==> src/rtl/halt_unit_pkg.sv <==
// Shared CPU definitions used by the retire-side halt detector.
package halt_unit_pkg;

    localparam int unsigned NUM_REGS = 8;
    localparam int unsigned REG_W    = 3;
    localparam int unsigned WORD_W   = 16;

    typedef enum logic [1:0] {
        StRun    = 2'd0,
        StDrain  = 2'd1,
        StHalted = 2'd2
    } halt_state_e;

endpackage

==> src/rtl/halt_unit.sv <==
// Retire-side halt detector: shadows the return register, counts retires and
// raises isHalt once outstanding stores have drained after a halt retires.
module halt_unit
    import halt_unit_pkg::*;
#(
    parameter int unsigned RET_REG   = 1,
    parameter int unsigned DRAIN_MAX = 16
) (
    input  logic              clk,
    input  logic              rst_n,
    input  logic              wb_valid,
    input  logic              wb_is_halt,
    input  logic              wb_we,
    input  logic [REG_W-1:0]  wb_rd,
    input  logic [WORD_W-1:0] wb_data,
    input  logic              mem_busy,
    output logic              fetch_stop,
    output logic              isHalt,
    output logic [WORD_W-1:0] ret_val,
    output logic [31:0]       instret,
    output logic              drain_timeout
);

    localparam int unsigned     CntW     = $clog2(DRAIN_MAX) + 1;
    localparam logic [CntW-1:0] CntLast  = CntW'(DRAIN_MAX - 1);
    localparam logic [REG_W-1:0] RetIdx  = REG_W'(RET_REG);
    // r0 is hardwired zero, so a RET_REG of 0 never captures anything
    localparam logic            RetLive  = (RET_REG != 0);

    halt_state_e       state_q, state_d;
    logic              fetch_stop_q, fetch_stop_d;
    logic              is_halt_q, is_halt_d;
    logic              timeout_q, timeout_d;
    logic [WORD_W-1:0] ret_val_q, ret_val_d;
    logic [31:0]       instret_q, instret_d;
    logic [CntW-1:0]   dcnt_q, dcnt_d;

    always_comb begin
        state_d      = state_q;
        fetch_stop_d = fetch_stop_q;
        is_halt_d    = is_halt_q;
        timeout_d    = timeout_q;
        ret_val_d    = ret_val_q;
        instret_d    = instret_q;
        dcnt_d       = dcnt_q;

        unique case (state_q)
            StRun: begin
                if (wb_valid && wb_we && RetLive && (wb_rd == RetIdx)) begin
                    ret_val_d = wb_data;
                end
                if (wb_valid && (instret_q != 32'hFFFF_FFFF)) begin
                    instret_d = instret_q + 32'd1;
                end
                if (wb_valid && wb_is_halt) begin
                    state_d      = StDrain;
                    fetch_stop_d = 1'b1;
                    dcnt_d       = '0;
                end
            end
            StDrain: begin
                if (!mem_busy) begin
                    state_d   = StHalted;
                    is_halt_d = 1'b1;
                end else if (dcnt_q == CntLast) begin
                    state_d   = StHalted;
                    is_halt_d = 1'b1;
                    timeout_d = 1'b1;
                end else begin
                    dcnt_d = dcnt_q + 1'b1;
                end
            end
            StHalted: begin
                is_halt_d    = 1'b1;
                fetch_stop_d = 1'b1;
            end
            default: begin
                state_d = StRun;
            end
        endcase
    end

    always_ff @(posedge clk) begin
        if (!rst_n) begin
            state_q      <= StRun;
            fetch_stop_q <= 1'b0;
            is_halt_q    <= 1'b0;
            timeout_q    <= 1'b0;
            ret_val_q    <= '0;
            instret_q    <= '0;
            dcnt_q       <= '0;
        end else begin
            state_q      <= state_d;
            fetch_stop_q <= fetch_stop_d;
            is_halt_q    <= is_halt_d;
            timeout_q    <= timeout_d;
            ret_val_q    <= ret_val_d;
            instret_q    <= instret_d;
            dcnt_q       <= dcnt_d;
        end
    end

    assign fetch_stop    = fetch_stop_q;
    assign isHalt        = is_halt_q;
    assign ret_val       = ret_val_q;
    assign instret       = instret_q;
    assign drain_timeout = timeout_q;

endmodule
==> config.mk <==
export PLATFORM = sky130hd
export DESIGN_NAME = halt_unit
export DESIGN_NICKNAME = d
export VERILOG_FILES = /design/src/rtl/halt_unit_pkg.sv /design/src/rtl/halt_unit.sv
export SDC_FILE = /design/constraint.sdc
export NUM_CORES = 1
export LEC_CHECK = 0
export ABC_AREA = 1
export ABC_CLOCK_PERIOD_IN_PS = 2100
export CORE_ASPECT_RATIO = 0.5
export CORE_MARGIN = 5
export CORE_UTILIZATION = 48
export CTS_CLUSTER_SIZE = 10
export DETAILED_ROUTE_END_ITERATION = 6
export PLACE_DENSITY = 0.78
export SYNTH_ARGS = -nofsm -noshare
export SYNTH_HDL_FRONTEND = slang
export SYNTH_SLANG_ARGS = --single-unit
==> constraint.sdc <==
create_clock -name clk -period 2.1 [get_ports clk]
set_input_delay 0.42 -clock clk [delete_from_list [all_inputs] [get_ports clk]]
set_output_delay 0.42 -clock clk [all_outputs]
set_load 0.01 [all_outputs]
==> results.py <==
metrics = {
    "worst_hold_path": {
        "hold_start": "isHalt",
        "hold_path_end": "isHalt",
        "hold_class": "flop to flop",
        "hold-path-cell-count": 2,
    },
    "grt": {
        "grt_util_all_layers": 0.211,
        "grt_first_pass_wirelength_mm": 13.4,
        "grt.overflow.total": 0,
        "grt_max_degree": 32,
        "grt_pass1_vias": 2844,
        "antenna_found_initial": 0,
    },
    "drt": {
        "routed_wl_mm": 8.00,
        "drc": 0,
        "detailedRoute.firstIterationViolations": 228,
        "vias_per_cell": 4.95,
        "first_pass_iters": 5,
        "final_antenna_net_count": 0,
        "vias": 3179,
        "routedWlPerCell_um": 12.5,
    },
    "final_layout": {
        "final_common_cell": "nor2_1",
        "antenna_cells": 0,
        "drive_gt1_frac": 0.132,
        "fillers": 558,
        "mostFrequentLayoutCells": "nor2_1, nand2_1, clkdlybuf4s50_1, dfxtp_1, inv_1",
        "syn2layout_area_growth_pct": 38.2,
        "nNetsFinal": 577,
    },
    "sta": {
        "layout_setup_ws_ns": 0.201,
        "skew_ns": 0.00247,
        "setup_tns_ns": 0,
        "fmax_mhz": 527,
        "setup_violations": 0,
        "final_hold_viol_count": 0,
        "slew_violations": 0,
        "rsz0062_at_grt": "no",
        "min_period_ns": 1.90,
        "period_share": 0.904,
        "tightest_slew_ns": 0.376,
        "max_slew_margin": 0.746,
    },
    "cts": {
        "cts_resized": 0,
        "root_buffer": "clkbuf_16",
        "tritoncts": "built",
        "clkTransAtPathRegs_ns": 0.05,
        "ctsHtreeMaxLevel": 3,
        "clockBufferDepth": 2,
        "hold_buffers": 0,
        "clock_latency_ns": 0.33,
        "cts_buffers": 9,
        "cts_setup_buffers": 0,
        "numClockSinks": 58,
    },
    "synthesis": {
        "synth.top_cell.area_share": 0.376,
        "syn-cell-area_um2": 3090,
        "ys_warn_count": 0,
        "ys_ff_latch": 58,
        "ys_top_cells_by_area": "dfxtp_1, nor2_1, nand2_1",
        "synth_cell_types": 34,
        "synth_top_area_cell": "dfxtp_1",
        "synth_cells": 461,
        "syn_nets": 489,
        "ys_seq_area_frac": 0.376,
        "syn_area_per_cell_um2": 6.70,
    },
    "critical_path": {
        "r2r_cells": 11,
        "r2r_slack_ns": 0.20,
        "arrival_ns": 2.12,
        "crit_fanout": 6,
        "crit_path_end_kind": "flop",
        "crit_path_start_kind": "flop",
        "crit_type": "flop to flop",
        "worst_ep_required_time_ns": 2.32,
        "r2r_end": "instret[7]",
        "rr_startpoint": "instret[0]",
    },
    "pwr": {
        "ir_worst_vdd_mv": 0.525,
        "p_leak_nw": 1.68,
        "p_per_area_nw_per_um2": 628,
    },
    "place": {
        "dp_slack_ns": 0.0841,
        "gp_congestion": 0.908,
        "dp_hpwl_mm": 6.02,
        "io_buffer_count": 75,
    },
    "floorplanning": {
        "boundaryPins": 76,
        "die_h_um": 66.7,
        "rows": 20,
        "coreArea_um2": 6160,
        "start_util": 0.502,
        "die_area_um2": 8240,
        "chipWidth_um": 123,
    },
    "run_status": {
        "status": "finished, final reports clean",
    },
    "flow_run": {
        "cap_violations": 0,
    },
}
## synthesized netlist by cell type
cell	count
a21oi_2	1
nor4b_1	1
nor2_8	1
buf_2	2
nand2_2	12
inv_1	38
nand3b_1	1
nand3b_2	1
buf_4	2
nor2_4	4
nor2_2	3
nor2_1	132
nor3b_1	2
inv_2	5
nand3_2	11
nand4_2	1
o21ai_1	4
nand4_1	9
nand2_1	86
nand3_4	1
xor2_1	1
ha_1	3
a31oi_1	1
xnor2_1	1
dfxtp_1	58
clkbuf_1	4
o31ai_1	1
o21ai_0	19
buf_6	4
nand3_1	25
nor3_1	4
a21oi_1	20
or2_2	1
nand2_4	2
## stage by stage
step / std cells / cell area, um^2 / total power [mW] / utilization / hold WS, ns
finish: 642 / 4270 / 2.68 / 0.694 / 0.475
global route: 642 / 4270 / 2.80 / 0.694 / 0.508
CTS: 642 / 4270 / 2.72 / 0.693 / 0.481
detailed placement: 626 / 4000 / 1.38 / 0.649 / 0.463
global placement: 626 / 4000 / 1.38 / 0.649 / 0.441
floorplan: 461 / 3090 / 1.26 / - / 0.455
## power by group
group	internal (mW)	leakage, nW	total [mW]	switching [mW]
logic	0.114	1.08	0.214	0.0998
registers	1.12	0.469	1.14	0.0196
clock network	0.822	0.131	1.33	0.505
total	2.06	1.68	2.68	0.624
## area by class of cell
| class | count | area, um^2 | area share |
|---|---|---|---|
| Timing Repair Buffer | 89 | 881 | 0.206 |
| Inverter | 43 | 161 | 0.0378 |
| Tap cell | 88 | 110 | 0.0258 |
| Sequential cell | 58 | 1160 | 0.272 |
| Clock inverter | 5 | 30.0 | 0.00703 |
| Multi-Input combinational cell | 348 | 1690 | 0.395 |
| Clock buffer | 11 | 243 | 0.0568 |
## per-layer routing
layer,up-vias,track usage,share of wire
li1,1642,-,-
met1,1419,0.265,0.45
met2,112,0.322,0.44
met3,6,0.103,0.10
met4,0,0.0579,0.0091
met5,-,0,0
## worst max-delay path by stage
stage / start / to / slack [ns] / depth (start not counted)
after detailed placement: wb_valid / instret[26] / 0.08 / 9
after global routing: instret[0] / instret[7] / 0.04 / 11
after CTS: instret[0] / instret[7] / 0.15 / 11
after global placement: wb_valid / instret[30] / 0.13 / 8
after floorplan: instret[0] / instret[29] / 0.45 / 11
final: instret[0] / instret[7] / 0.20 / 11
## sequential cells by signal (all words and copies together), names as in the netlist
| signal | flops |
|---|---|
| instret | 32 |
| ret_val | 16 |
| dcnt_q | 5 |
| state_q | 2 |
| drain_timeout | 1 |
| fetch_stop | 1 |
| isHalt | 1 |
## worst max-delay path, cell delays in order (launching register included)
cell,delay [ns]
dfxtp_1,0.41
ha_1,0.20
nand2_1,0.10
nor2_4,0.20
nand2_4,0.10
nor2_8,0.13
buf_4,0.15
inv_1,0.05
nor2_2,0.18
nor2_1,0.07
nor2_1,0.12
nor2_1,0.06
## kinds of logic after synthesis
logic type,Yosys count,share of synthesized area
AND/OR/NAND/NOR,297,0.450
buffers and inverters,55,0.0798
flip-flops,58,0.376
adder cells (fa/ha/maj),3,0.0121
AO/OA/AOI/OAI,46,0.0769
XOR/XNOR,2,0.00567
Power figures use the tool's default switching activity.
